--- src/rtl/rv_pkg.sv ---
// Shared RV32I register-file constants and index type.
package rv_pkg;
  localparam int XLEN_DEF = 32;
  localparam int NREG_DEF = 32;
  localparam int REG_ZERO = 0;
  localparam int REG_SP   = 2;
  localparam logic [31:0] SP_INIT = 32'h0000_8000;
  typedef logic [$clog2(NREG_DEF)-1:0] regidx_t;
endpackage

--- src/rtl/reg_scoreboard.sv ---
// Pending-write scoreboard: busy vector, RAW/WAW hazard detection and
// flush > issue > writeback-clear update priority.
module reg_scoreboard
  import rv_pkg::*;
#(
  parameter int NREG   = NREG_DEF,
  parameter int AW     = $clog2(NREG),
  parameter bit BYPASS = 1'b1
) (
  input  logic          clk,
  input  logic          reset,
  input  logic          wr_en,
  input  logic [AW-1:0] wr_addr,
  input  logic [AW-1:0] rs1_addr,
  input  logic [AW-1:0] rs2_addr,
  input  logic          iss_en,
  input  logic [AW-1:0] iss_rd,
  input  logic          flush,
  output logic          rs1_busy,
  output logic          rs2_busy,
  output logic          iss_ok,
  output logic [NREG-1:0] busy_vec
);
  logic [NREG-1:0] busy_q;
  logic [NREG-1:0] busy_d;
  logic [NREG-1:0] busy_eff;

  // A writeback landing this cycle hides the pending bit only when forwarding exists.
  for (genvar gi = 0; gi < NREG; gi++) begin : g_eff
    assign busy_eff[gi] = busy_q[gi] && !(BYPASS && wr_en && (wr_addr == AW'(gi)));
  end

  assign rs1_busy = busy_eff[rs1_addr];
  assign rs2_busy = busy_eff[rs2_addr];
  assign iss_ok   = !rs1_busy && !rs2_busy && !((iss_rd != '0) && busy_eff[iss_rd]);
  assign busy_vec = busy_q;

  always_comb begin
    busy_d = busy_q;
    if (flush) begin
      busy_d = '0;
    end else begin
      if (wr_en && (wr_addr != '0)) busy_d[wr_addr] = 1'b0;
      if (iss_en && iss_ok && (iss_rd != '0)) busy_d[iss_rd] = 1'b1;
    end
    busy_d[0] = 1'b0;
  end

  always_ff @(posedge clk or posedge reset) begin
    if (reset) busy_q <= '0;
    else       busy_q <= busy_d;
  end
endmodule

--- src/rtl/reg_file_sb.sv ---
// Integer register file with two combinational read ports, one write port,
// optional write-to-read forwarding and a pending-write scoreboard.
module reg_file_sb
  import rv_pkg::*;
#(
  parameter int          XLEN    = XLEN_DEF,
  parameter int          NREG    = NREG_DEF,
  parameter int          AW      = $clog2(NREG),
  parameter int          SP_IDX  = REG_SP,
  parameter logic [XLEN-1:0] SP_INIT = rv_pkg::SP_INIT,
  parameter bit          BYPASS  = 1'b1
) (
  input  logic            clk,
  input  logic            reset,
  input  logic            wr_en,
  input  logic [AW-1:0]   wr_addr,
  input  logic [XLEN-1:0] wr_data,
  input  logic [AW-1:0]   rs1_addr,
  input  logic [AW-1:0]   rs2_addr,
  output logic [XLEN-1:0] rs1_data,
  output logic [XLEN-1:0] rs2_data,
  output logic            rs1_busy,
  output logic            rs2_busy,
  input  logic            iss_en,
  input  logic [AW-1:0]   iss_rd,
  output logic            iss_ok,
  input  logic            flush,
  output logic [NREG-1:0] busy_vec
);
  logic [XLEN-1:0] regs_q [NREG];
  logic [XLEN-1:0] regs_d [NREG];
  logic            wr_live;

  assign wr_live = wr_en && (wr_addr != '0);

  always_comb begin
    for (int i = 0; i < NREG; i++) regs_d[i] = regs_q[i];
    if (wr_live) regs_d[wr_addr] = wr_data;
    regs_d[REG_ZERO] = '0;
  end

  // Each register has its own reset value, so the array is built as flops.
  for (genvar gi = 0; gi < NREG; gi++) begin : g_reg
    always_ff @(posedge clk or posedge reset) begin
      if (reset) regs_q[gi] <= (gi == SP_IDX) ? SP_INIT : '0;
      else       regs_q[gi] <= regs_d[gi];
    end
  end

  assign rs1_data = (BYPASS && wr_live && (wr_addr == rs1_addr)) ? wr_data : regs_q[rs1_addr];
  assign rs2_data = (BYPASS && wr_live && (wr_addr == rs2_addr)) ? wr_data : regs_q[rs2_addr];

  reg_scoreboard #(
    .NREG  (NREG),
    .AW    (AW),
    .BYPASS(BYPASS)
  ) u_sb (
    .clk     (clk),
    .reset   (reset),
    .wr_en   (wr_en),
    .wr_addr (wr_addr),
    .rs1_addr(rs1_addr),
    .rs2_addr(rs2_addr),
    .iss_en  (iss_en),
    .iss_rd  (iss_rd),
    .flush   (flush),
    .rs1_busy(rs1_busy),
    .rs2_busy(rs2_busy),
    .iss_ok  (iss_ok),
    .busy_vec(busy_vec)
  );
endmodule

--- config.mk ---
export PLATFORM = sky130hd
export DESIGN_NAME = reg_file_sb
export DESIGN_NICKNAME = d
export VERILOG_FILES = /design/src/rtl/rv_pkg.sv /design/src/rtl/reg_scoreboard.sv /design/src/rtl/reg_file_sb.sv
export SDC_FILE = /design/constraint.sdc
export NUM_CORES = 2
export LEC_CHECK = 0
export BUFFER_PORTS_ARGS = -buffer_cell sky130_fd_sc_hd__buf_4
export CORE_ASPECT_RATIO = 1.2
export CORE_MARGIN = 2
export CORE_UTILIZATION = 57
export CTS_CLUSTER_SIZE = 28
export DETAILED_ROUTE_END_ITERATION = 16
export GPL_TIMING_DRIVEN = 0
export PLACE_DENSITY = 0.88
export SLEW_MARGIN = 20
export SYNTH_ARGS = -nofsm -noshare
export SYNTH_HDL_FRONTEND = slang
export SYNTH_HIERARCHICAL = 1
export SYNTH_SLANG_ARGS = --single-unit
--- constraint.sdc ---
create_clock -name clk -period 37 [get_ports clk]
set_input_delay 7.4 -clock clk [delete_from_list [all_inputs] [get_ports clk]]
set_output_delay 7.4 -clock clk [all_outputs]
set_load 0.05 [all_outputs]
Word-level counts from Yosys, hierarchy flattened
Cells that the tools add are included.
Widths: inputs -> output; s select.
{ "totals": {"out_inout_bits": 99, "mem_count": 0, "latch_bits": 0, "ramBits": 0, "mem_bits_ro": 0, "regBits": 1023} }
{ "op_classes": {"shifts": 0, "div": 0, "n_bitwise": 6, "order_cmp": 10, "muxes": 25, "n_reduce_logical": 109, "add_sub_neg": 0, "mul": 0, "eq_ne": 33} }
{ "ops": {"columns": ["op", "count"], "rows": [
  ["$bwmux 1024", 1],
  ["$mux 32", 11],
  ["$bmux 32 s5", 2],
  ["$demux 32 s5", 1],
  ["$eq 5x5->1 const B", 16],
  ["$logic_and 1x1->1", 73],
  ["$eq 5x4->1 const B", 8],
  ["$logic_not 1->1", 34],
  ["$and 32x32->32", 1],
  ["$not 32->32", 1],
  ["$or 32x32->32", 1],
  ["$lt 5x6->1 const B", 4],
  ["$eq 5x3->1 const B", 4],
  ["$ge 6x6->1 const B", 3],
  ["$not 5->6", 3],
  ["$bmux 1 s5", 3],
  ["$demux 1 s5", 2],
  ["$eq 5x2->1 const B", 2],
  ["$eq 5x5->1", 2],
  ["$ge 5x1->1 const B", 2],
  ["$reduce_bool 5->1", 2],
  ["$lt 6x1->1 const B", 1],
  ["$eq 5x1->1 const B", 1],
  ["$mux 1", 5]
]} }

Logic depth before layout (Yosys ltp)
{ "logic_depth": {"word_depth": 13, "ltp_mapped": 9, "mapped_depth_nobuf": 7} }

By module
Netlist, hierarchy kept.
{ "by_module_without_submodules": {"columns": ["mod", "seq_area_each_um2", "area_per_inst_um2", "n_inst", "cells_each"], "rows": [
  ["reg_file_sb", 24825.1, 54606.1, 1, 3993],
  ["reg_scoreboard", 775.7, 2776.4, 1, 313]
]} }

Least setup slack after synthesis
Ideal clock, no wire load.
{ "synth_timing": {"path_type": "in2out", "start": "input rs1_addr[1]", "end": "output rs1_data[12]", "t_arrival_ps": 9846, "cell_stages": 8, "path_slack_ps": 19754, "path_cell_list": "buf_4 -> buf_2 -> buf_4 -> buf_6 -> clkbuf_1 -> o2111ai_1 -> o211a_1 -> o31ai_1"} }
{ "synth_between": {"elab_chain_len": 5, "word_cells_on_any_way": 7, "cone_classes": "1 x eq/ne; 4 x mux; 1 x bitwise; 1 x reduce/logical"} }
{ "synth_lines": {"columns": ["element", "line_no", "text"], "rows": [
  ["from (decl)", "reg_file_sb.sv:18", "input logic [AW-1:0] rs1_addr,"],
  ["$not 5->6 (not written as such)", "reg_file_sb.sv:50", "assign rs1_data = (BYPASS && wr_live && (wr_addr == rs1_addr)) ? wr_data : regs_q[rs1_addr];"],
  ["$bmux 32 s5", "reg_file_sb.sv:50", null],
  ["$mux 32 (not written as such) (2 in a row)", "reg_file_sb.sv:50", null],
  ["$mux 32 *", "reg_file_sb.sv:50", null],
  ["to (decl)", "reg_file_sb.sv:20", "output logic [XLEN-1:0] rs1_data,"]
]} }
Mark *: on every way between the ends. The rest lies on a longest branch, timed or not. The select of a mux whose other input is x is not followed.

Final worst setup path
{ "layout_timing": {"start": "input rs1_addr[3]", "end": "output rs1_data[9]"} }
The elaborated chain is that of the path after synthesis.

==> results.sh <==
export IMPL_vias_per_cell=7.520
export IMPL_grt_start_max_net_pins=107
export IMPL_cts_hold_buf=0
export IMPL_core_area_um2=99950
export IMPL_power_density_nw_per_um2=53.94
export IMPL_final_common_cell="mux2_2"
export IMPL_post_synth_fa_ha_maj_area_fraction=0
export IMPL_ys_dominant_reg_cell="dfrtp_1"
export IMPL_dieArea_um2=103200
export IMPL_cts_tree="built"
export IMPL_synth_cells=4306
export IMPL_yosys_warnings=6
export IMPL_p_total_mw=3.455
export IMPL_row_count=127
export IMPL_num_fill_cells=6999
export IMPL_cts_sinks=1023
export IMPL_period_needed_ns=19.11
export IMPL_multi_input_area_um2=29670
export IMPL_cts_resized=0
export IMPL_cp_max_fo=10
export IMPL_cp_required_ns=29.60
export IMPL_hold_viol=0
export IMPL_p_leak_nw=27.71
export IMPL_synthSimpleGateAreaFrac=0.05706
export IMPL_die_h_um=351.6
export IMPL_synth_edf_count=0
export IMPL_ant_nets=0
export IMPL_cts_buffer_depth=3
export IMPL_holdPathStages=1
export IMPL_wl_um=212700
export IMPL_synth_seq_area_share=0.4461
export IMPL_syn_num_nets=4363
export IMPL_io_pins=156
export IMPL_dp_cells=5755
export IMPL_async_reset_ff_frac=1.000
export IMPL_final_nets=4627
export IMPL_skew_ns=0.01054
export IMPL_syn_area_per_cell_um2=13.33
export IMPL_drt_iter0_markers=7080
export IMPL_final_cells=5962
export IMPL_synth_area_um2=57380
export IMPL_grt_usage=0.4122
export IMPL_path_clk_slew_ns=0.06
export IMPL_fin_tns_setup_ns=0
export IMPL_via_count=44830
export IMPL_numCtsBuffers=103
export IMPL_grt_antenna_before_repair=11
export IMPL_slew_viol_final=0
export IMPL_drive_above_1_share=0.4430
export IMPL_clockRootBuffer="clkbuf_16"
export IMPL_drv_cap=0
export IMPL_rsz0062_at_grt="no"
export IMPL_worstMarginPinSlew_ns=1.287
export IMPL_htree_levels=3
export IMPL_endpoint_kind="output port"
export IMPL_place_area_um2=60400
export IMPL_synth_cell_types=83
export IMPL_drc=0
export IMPL_status="completed"
export IMPL_initial_core_util=0.5741
export IMPL_cts_setup_buffers=0
export IMPL_peakVddDrop_v=0.00004148
export IMPL_hp_class="reg -> reg"
export IMPL_final_util=0.6409
export IMPL_grt_pass1_wl_um=307700
export IMPL_synth_xor_area_share=0.001679
export IMPL_synth_top_family_by_area="multiplexers"
export IMPL_slew_limit_headroom=0.1423
export IMPL_critPathLaunchType="input pin"
export IMPL_synth_mux_area_frac=0.3898
export IMPL_synth_seq_cells=1023
export IMPL_area_growth_pct=11.64
export IMPL_fmax_ghz=0.05234
export IMPL_overflow=0
export IMPL_regArea_um2=25600
export IMPL_setup_violations=0
export IMPL_portBuffers=149
export IMPL_fin_area_um2=64060
export IMPL_ff2ff_path_depth=7
export IMPL_worstSetupPathType="in -> out"
export IMPL_synth_compound_area_frac=0.06842
export IMPL_drt_pass1_iterations=10
export IMPL_gp_congestion=1.010
export IMPL_clkLatencyLatePin_ns=0.70
export IMPL_arrival_ns=11.71
export IMPL_die_w_um=293.6
export IMPL_grt_pass1_vias=45910
export IMPL_post_route_period_util=0.5164
export IMPL_wl_per_cell_um=35.68
export IMPL_dpl_hpwl_um=147300
export IMPL_mostFrequentLayoutCells="mux2_2 (1142), dfrtp_1 (1022), mux4_2 (343), clkbuf_1 (241), buf_4 (172)"
[state kept, by name (all words and copies together), names as in the netlist]
name	flops
regs_q	992
u_sb/busy_vec	31
[stage by stage]
step                hold slack [ns]  setup WS, ns
floorplan                    0.4773         1.692
global placement             0.4912        -8.372
detailed placement           0.5084         18.33
CTS                          0.5226         18.26
global route                 0.5343         18.10
finish                       0.5209         17.89
[layer usage]
layer	global-route usage	up-vias	routed length (um)
li1	-	17020	-
met1	0.4789	22570	69930
met2	0.5999	4055	91110
met3	0.1705	1178	30130
met4	0.3345	6	21380
met5	0.009850	-	181
[final cells by class]
class / instances / share of cell area
Buffer: 462 / 0.03242
Antenna cell: 15 / 0.0005859
Clock buffer: 151 / 0.04731
Multi-Input combinational cell: 2810 / 0.4632
Clock inverter: 41 / 0.009121
Timing Repair Buffer: 159 / 0.02176
Sequential cell: 1023 / 0.3996
Inverter: 11 / 0.0007617
Tap cell: 1290 / 0.02520
[power by group]
part / internal, mW / switching (mW) / leakage (nW)
clock network: 0.653 / 0.482 / 1.78
registers: 1.33 / 0.174 / 13.1
logic: 0.411 / 0.406 / 12.8
[Yosys cell counts, drive strengths merged (43+ instances only)]
| cell | instances | share of area |
|---|---|---|
| a211oi | 92 | 0.012 |
| a21oi | 65 | 0.0057 |
| a221oi | 65 | 0.0099 |
| buf | 244 | 0.022 |
| clkbuf | 218 | 0.014 |
| dfrtp | 1022 | 0.45 |
| mux2 | 1151 | 0.23 |
| mux2i | 168 | 0.029 |
| mux4 | 343 | 0.13 |
| nand2 | 152 | 0.0099 |
| nand3 | 43 | 0.0038 |
| nor2 | 118 | 0.0077 |
| nor2b | 76 | 0.0083 |
| nor3 | 97 | 0.0085 |
| o21ai | 62 | 0.0054 |
[worst paths after layout]
| kind | from | end | slack [ns] |
|---|---|---|---|
| setup / recovery | rs1_addr[3] | rs1_data[9] | 17.89 |
| hold / removal | regs_q[742] | regs_q[742] | 0.52 |
| setup reg to reg | u_sb/busy_vec[1] | u_sb/busy_vec[11] | 34.27 |
| hold reg to reg | regs_q[742] | regs_q[742] | 0.52 |
| max in group asynchronous | reset | regs_q[54] | 28.23 |
| min in group asynchronous | reset | regs_q[617] | 6.81 |
[cell families (layout without fill, tap and decap cells)]
logic type,count (synthesis),in the layout
flip-flops,1023,1023
AND/OR/NAND/NOR,615,615
XOR/XNOR,11,11
AO/OA/AOI/OAI,521,521
multiplexers,1662,1662
other,1,16
buffers and inverters,473,824
[critical path, cell delays in order]
cell	delay (ns)
buf_4	0.12
buf_2	0.39
buf_2	0.49
clkbuf_1	0.73
clkbuf_1	0.76
a31oi_1	0.45
o31ai_1	0.98
buf_4	0.35
(Power assumes the default switching activity.)
